==> src/rtl/delay_scheduler.sv <==
// Shared delay counter time-sliced among four requesters with round-robin
// arbitration; counts 10 ms ticks down from the winner's delay field.
module delay_scheduler #(
  parameter int DW = 8
) (
  input  logic            clk,
  input  logic            reset,
  input  logic            tick,
  input  logic [3:0]      req,
  input  logic [4*DW-1:0] dly,
  output logic [3:0]      gnt,
  output logic [3:0]      done,
  output logic            busy,
  output logic [DW-1:0]   remain
);

  typedef enum logic [1:0] {
    IDLE = 2'd0,
    LOAD = 2'd1,
    RUN  = 2'd2,
    DONE = 2'd3
  } state_t;

  state_t          state_r;
  state_t          state_s;
  logic [1:0]      owner_r;
  logic [1:0]      last_r;
  logic [1:0]      winner_s;
  logic [DW-1:0]   cnt_r;
  logic [DW-1:0]   dly_sel_s;
  logic            owner_req_s;

  // First requester found ascending from last+1 with wrap; last itself is checked last.
  function automatic logic [1:0] rr_pick(input logic [3:0] r, input logic [1:0] last);
    logic [1:0] idx;
    rr_pick = last;
    for (int k = 4; k >= 1; k--) begin
      idx = last + 2'(k);
      if (r[idx]) begin
        rr_pick = idx;
      end else begin
        rr_pick = rr_pick;
      end
    end
  endfunction

  // Arbitration winner, owner's delay field and owner's request level.
  always_comb begin
    winner_s    = rr_pick(req, last_r);
    dly_sel_s   = dly[owner_r*DW +: DW];
    owner_req_s = req[owner_r];
  end

  // State register.
  always_ff @(posedge clk or posedge reset) begin
    if (reset) begin
      state_r <= IDLE;
    end else begin
      state_r <= state_s;
    end
  end

  // Next-state logic; a dropped owner request aborts before completion.
  always_comb begin
    state_s = state_r;
    case (state_r)
      IDLE: begin
        if (req != 4'b0000) state_s = LOAD;
        else                state_s = IDLE;
      end
      LOAD: begin
        if (!owner_req_s) state_s = IDLE;
        else              state_s = RUN;
      end
      RUN: begin
        if (!owner_req_s)            state_s = IDLE;
        else if (cnt_r == {DW{1'b0}}) state_s = DONE;
        else                          state_s = RUN;
      end
      DONE:    state_s = IDLE;
      default: state_s = IDLE;
    endcase
  end

  // Owner, priority pointer and down-counter.
  always_ff @(posedge clk or posedge reset) begin
    if (reset) begin
      owner_r <= 2'd0;
      last_r  <= 2'd3;
      cnt_r   <= {DW{1'b0}};
    end else begin
      case (state_r)
        IDLE: begin
          if (req != 4'b0000) owner_r <= winner_s;
        end
        LOAD: begin
          if (owner_req_s) cnt_r  <= dly_sel_s;
          else             last_r <= owner_r;
        end
        RUN: begin
          if (!owner_req_s)
            last_r <= owner_r;
          else if (tick && (cnt_r != {DW{1'b0}}))
            cnt_r <= cnt_r - {{(DW-1){1'b0}}, 1'b1};
        end
        DONE: begin
          last_r <= owner_r;
        end
        default: begin
          owner_r <= 2'd0;
        end
      endcase
    end
  end

  // Outputs decoded from registered state only.
  always_comb begin
    gnt    = 4'b0000;
    done   = 4'b0000;
    busy   = 1'b0;
    remain = cnt_r;
    case (state_r)
      LOAD, RUN: begin
        gnt  = 4'b0001 << owner_r;
        busy = 1'b1;
      end
      DONE: begin
        done = 4'b0001 << owner_r;
      end
      default: begin
        gnt = 4'b0000;
      end
    endcase
  end

endmodule
==> config.mk <==
export PLATFORM = sky130hd
export DESIGN_NAME = delay_scheduler
export DESIGN_NICKNAME = d
export VERILOG_FILES = /design/src/rtl/delay_scheduler.sv
export SDC_FILE = /design/constraint.sdc
export NUM_CORES = 1
export LEC_CHECK = 0
export ABC_AREA = 0
export CORE_MARGIN = 8
export CORE_UTILIZATION = 40
export CTS_CLUSTER_DIAMETER = 100
export DETAILED_ROUTE_END_ITERATION = 7
export PLACE_DENSITY = 0.87
export SLEW_MARGIN = 20
export SYNTH_ARGS = -nofsm -noshare
export SYNTH_HDL_FRONTEND = slang
export SYNTH_SLANG_ARGS = --single-unit
==> constraint.sdc <==
create_clock -name clk -period 2.3 [get_ports clk]
set_input_delay 0.575 -clock clk [delete_from_list [all_inputs] [get_ports clk]]
set_output_delay 0.575 -clock clk [all_outputs]
set_load 0.03 [all_outputs]
==> flow_summary.toml, run 1 <==
[outcome]
status = "finished, final reports clean"

[setup_path]
arrival_ns = 1.68
path_class = "reg2out"
endpoint_kind = "output port"
crit_required_ns = 1.73
critPathMaxFanout = 6
startpoint_type = "flip-flop"

[die]
io_pins = 56
start_util_pct = 41.1
dieHeight_um = 71.3
dieArea_um2 = 5090
core.rowCount = 20
die_w_um = 71.3
core-area_um2 = 2980

[power_and_ir_drop]
seqPwrFrac_pct = 23.7
irDropWorstVdd_v = 0.000631
finalPower_w = 0.00246
p_int_w = 0.00127
p_per_area_nw_per_um2 = 1340
clock_power_share_pct = 7.6
leakagePower_nw = 0.772
p_sw_w = 0.00119
power_frac_comb_pct = 68.7
switching_share_pct = 48.5

[sta]
period_share_pct = 98.2
worst_slew_pin_slew_ns = 0.663
finClkSkew_ns = 0.0111
fmax_mhz = 443
grt_setup_unrepaired = "no"
timing.hold.ws_ns = 0.566
setup_viol = 0
maxSlewHeadroom_pct = 55.4
worst_slack_ns = 0.0417
slew_viol_final = 0
fin_crit_ns = 2.26
hold_viol = 0

[cts]
ctsHoldBuffers = 0
path_clk_slew_ns = 0.10
cts-root-buf = "clkbuf_4"
clock_sinks = 14
post-cts-setup-buffers = 0
htreeDepth = 1
cts-buffers-inserted = 3
cts_tree = "done"
clkLatencyLatePin_ns = 0.29
max-clock-path-buffers = 2
cts.repair.resized = 11

[routing]
detail_route.first_pass.iterations = 4
drt_iter0_drc = 96
drtAntennaViolNets = 0
drt_wl_total_um = 3930
viasPerCell = 5.79
drc_errors = 0
vias = 1274
wl_per_cell_um = 17.9

[place]
dp_hpwl_um = 3190
place_congestion = 0.805
place_area_um2 = 1820
pre_cts_ws_ns = -0.0665
io_buffers = 55

[grt]
grt-ovfl-total = 0
grt_pass1_vias = 1271
grt_pass1_wl_um = 6110
grt_max_degree = 19
antenna_found_initial = 0
grt_usage_pct = 15.0

[cells_and_area]
area_delta_synth_final_pct = 50.3
drive_above_1_share_pct = 18.2
insertedDiodeCount = 0
fin_area_um2 = 1840
final_nets = 233

[logic_synthesis]
synth_area_per_cell_um2 = 9.49
syn_inst = 129
synth_cell_types = 34
yosysTopAreaCell = "dfrtp_1"
synth.top_cells.by_area = "dfrtp_1, mux4_2, ha_1"
synth_area_um2 = 1220
yosysMostFrequentCell = "nand2_1"
syn_nets = 174
yosysWarnings = 0
synth_edf_count = 0
synth_common_cells = "nand2_1, dfrtp_1, nor2_1"
async_flop_share_pct = 100
synth_seq_cells = 14
synth.top_cell.area_share_pct = 24.5
ys_dominant_reg_cell = "dfrtp_1"
seq_area_frac_synth_pct = 28.8

[worst_hold_path]
min_path_type = "reg2reg"

[job]
maxCapViolations = 0
layer usage:
metal / global-route usage, % / share of wire, % / up-vias
met5: 0 / 0 / -
met4: 4.16 / 1.4 / 0
met3: 5.58 / 6.8 / 9
met2: 28.1 / 55 / 48
met1: 14.9 / 37 / 622
li1: - / - / 595
stage by stage:
step           TNS [ns]  util [%]  instances
2_1_floorplan         0         -        129
3_3_place_gp          0      61.2        216
3_5_place_dp     -0.107      61.2        216
4_1_cts               0      62.3        220
5_1_grt               0      61.8        220
6_report              0      61.8        220
state kept, by name, summed over array words and instances (netlist names):
register	flops
remain	8
last_r	2
owner_r	2
state_r	2
cell type report:
type	count	area (um2)
sequential	14	353
inverter	8	30.0
multi-input combinational	99	802
clock buffer	4	36.3
tap	33	41.3
timing repair buffer	62	577
fill	244	1140
cell usage in the layout (no fill, tap or decap), types with 5 or more instances in the layout:
cell type | netlist | final
buf_4 | 0 | 10
a21oi_1 | 10 | 10
o21ai_0 | 6 | 6
mux4_2 | 9 | 9
ha_1 | 6 | 6
inv_1 | 8 | 8
dfrtp_1 | 12 | 12
nor3b_1 | 5 | 5
o22a_1 | 6 | 6
nor2_1 | 11 | 11
clkdlybuf4s50_1 | 0 | 46
nand2_1 | 13 | 13
power by group through the flow:
stage               clock network [W]  registers, W  logic, W
floorplan                           0      0.000631   0.00110
global placement                    0      0.000566   0.00165
detailed placement                  0      0.000580   0.00172
CTS                          0.000191      0.000576   0.00170
global route                 0.000208      0.000606   0.00180
finish                       0.000188      0.000582   0.00169
logic make-up after synthesis:
kind of cell | count (synthesis) | share of synthesized area [%]
AO/OA/AOI/OAI | 32 | 18.4
adder cells (fa/ha/maj) | 6 | 6.13
buffers and inverters | 16 | 5.62
flip-flops | 14 | 28.8
multiplexers | 14 | 20.9
AND/OR/NAND/NOR | 47 | 20.1
worst max-delay path: stages, from the launching register on:
cell and delay (ns):
dfrtp_1 0.39, inv_1 0.09, ha_1 0.37, nor3b_1 0.27, buf_2 0.27
path summary, 6_finish.rpt:
path | startpoint | endpoint | slack (ns) | cells after the start
max | state_r[0] | gnt[0] | 0.04 | 4
max in group asynchronous | reset | remain[6] | 1.30 | 2
min in group asynchronous | reset | remain[4] | 0.62 | 2
min | remain[1] | remain[1] | 0.57 | 2
min reg2reg | remain[1] | remain[1] | 0.57 | 2
max reg2reg | remain[4] | remain[5] | 0.20 | 4
(Power assumes the default switching activity.)
==> run 2: changes to the inputs <==
--- a/config.mk
+++ b/config.mk
@@ -6,6 +6,7 @@
 export NUM_CORES = 1
 export LEC_CHECK = 0
 export ABC_AREA = 0
+export ABC_CLOCK_PERIOD_IN_PS = 2300
 export CORE_MARGIN = 8
 export CORE_UTILIZATION = 40
 export CTS_CLUSTER_DIAMETER = 100
==> results of run 2 <==
The final DEF is identical to that of run 1; final timing and power are the same.
==> run 3: changes to the inputs <==
--- a/config.mk
+++ b/config.mk
@@ -9,6 +9,7 @@
 export ABC_CLOCK_PERIOD_IN_PS = 2300
 export CORE_MARGIN = 8
 export CORE_UTILIZATION = 40
+export CTS_BUF_LIST = sky130_fd_sc_hd__clkbuf_16
 export CTS_CLUSTER_DIAMETER = 100
 export DETAILED_ROUTE_END_ITERATION = 7
 export PLACE_DENSITY = 0.87
==> flow_summary.toml, run 3 (synthesis results as in run 1) <==
[setup_path]
cpPeakStageDelay_ns = 0.39
arrival_ns = 1.65
reg2reg_setup_slack_ns = 0.25
critPathTopFamily = "buffers and inverters"
r2r-start = "remain[4]"
r2r_cells = 4
crit_required_ns = 1.73
critPathBufInv = 2
cp_cell_sequence = "inv_1 -> ha_1 -> and3b_1 -> dlygate4sd2_1"
rr_endpoint = "remain[5]"
startpoint_type = "flip-flop"
critPathMaxFanout = 6
endpoint_kind = "output port"
cp_slowest_cell = "dlygate4sd2_1"
path_class = "reg2out"

[outcome]
status = "finished, final reports clean"

[place]
place_congestion = 0.805
pre_cts_ws_ns = -0.0665
io_buffers = 55
dp_hpwl_um = 3190

[sta]
setup_viol = 0
fmax_mhz = 450
fin_crit_ns = 2.22
timing.hold.ws_ns = 0.557
period_share_pct = 96.7
slew_viol_final = 0
tns_ns = 0
maxSlewHeadroom_pct = 55.0
worst_slew_pin_slew_ns = 0.668
worst_slack_ns = 0.0759
grt_setup_unrepaired = "no"
hold_viol = 0
finClkSkew_ns = 0.00634

[routing]
drt_wl_total_um = 3940
drc_errors = 0
drt_iter0_drc = 108
wl_per_cell_um = 17.9
drtAntennaViolNets = 0
vias = 1248
viasPerCell = 5.67
detail_route.first_pass.iterations = 4

[power_and_ir_drop]
leakagePower_nw = 0.806
finalPower_w = 0.00261
p_per_area_nw_per_um2 = 1380
irDropWorstVdd_v = 0.000632

[cts]
cts-buffers-inserted = 3
cts.repair.resized = 8
path_clk_slew_ns = 0.05
max-clock-path-buffers = 2
htreeDepth = 1
cts_tree = "done"
clock_sinks = 14
post-cts-setup-buffers = 0
cts-root-buf = "clkbuf_16"
ctsHoldBuffers = 0
clkLatencyLatePin_ns = 0.25

[grt]
grt-ovfl-total = 0
grt_pass1_wl_um = 6070
grt_usage_pct = 14.9
antenna_found_initial = 0
grt_pass1_vias = 1283
grt_max_degree = 19

[cells_and_area]
largest_reg_flops = 8
layout.cells.most_common = "clkdlybuf4s50_1"
fill_cells = 243
final_cell_mix = "clkdlybuf4s50_1, nand2_1, dfrtp_1, nor2_1"
insertedDiodeCount = 0
area_delta_synth_final_pct = 54.4
final_util_pct = 63.4
drive_above_1_share_pct = 17.1
final_nets = 233

[die]
dieHeight_um = 71.3
die_w_um = 71.3
core.rowCount = 20
io_pins = 56
start_util_pct = 41.1
dieArea_um2 = 5090
core-area_um2 = 2980

[worst_hold_path]
min_path_type = "reg2reg"
worstHoldPathCells = 2
hold_path_startpoint = "remain[1]"
hold_end = "remain[1]"

[job]
maxCapViolations = 0
-- run 3: cell types whose count changed in the layout (fill, tap and decap cells not counted) --
cell,delta
clkbuf_16,+3
clkbuf_4,-3
buf_2,-1
clkbuf_8,-1
clkinv_1,+1
dlymetal6s2s_1,+1
-- run 3: how the worst max path moves through the flow --
stage / start / end / slack [ns] / cells past startpoint
after floorplan: state_r[0] / gnt[0] / 0.02 / 3
after global placement: req[1] / last_r[1] / 0.06 / 4
after detailed placement: state_r[0] / gnt[0] / -0.07 / 4
after CTS: state_r[0] / gnt[1] / 0.04 / 5
after global routing: state_r[0] / gnt[2] / 0.01 / 4
final: state_r[0] / gnt[2] / 0.08 / 4
-- run 3: layout make-up --
type,count,area (um2),share of cell area [%]
Inverter,8,30.0,1.59
Sequential cell,14,353,18.7
Tap cell,33,41.3,2.19
Multi-Input combinational cell,99,802,42.5
Clock buffer,3,75.1,3.97
Clock inverter,1,3.75,0.199
Timing Repair Buffer,62,584,30.9
-- run 3: layer usage --
layer | vias to the layer above | wire length, um | track usage [%]
met1 | 596 | 1460 | 14.6
met4 | 0 | 28 | 4.62
met5 | - | 0 | 0
li1 | 593 | - | -
met2 | 55 | 2170 | 28.0
met3 | 4 | 276 | 5.72
-- run 3: worst reg2reg max path, stage by stage, from the launching register on --
cell and delay [ns]:
dfrtp_1 0.46, or4_4 0.56, o311ai_4 0.61, a21oi_1 0.09, o22a_1 0.21
-- run 3: report_power, final --
part	internal [W]	leakage [nW]	switching (W)	total, W
Sequential	0.000389	0.162	0.000191	0.000580
Combinational	0.000785	0.605	0.000903	0.00169
Clock	0.000231	0.0385	0.000113	0.000344
Total	0.00141	0.806	0.00121	0.00261
-- run 3: metrics by stage --
stage | cells | area, um2
floorplan | 129 | 1220
global placement | 216 | 1820
detailed placement | 216 | 1820
CTS | 220 | 1900
global route | 220 | 1890
finish | 220 | 1890
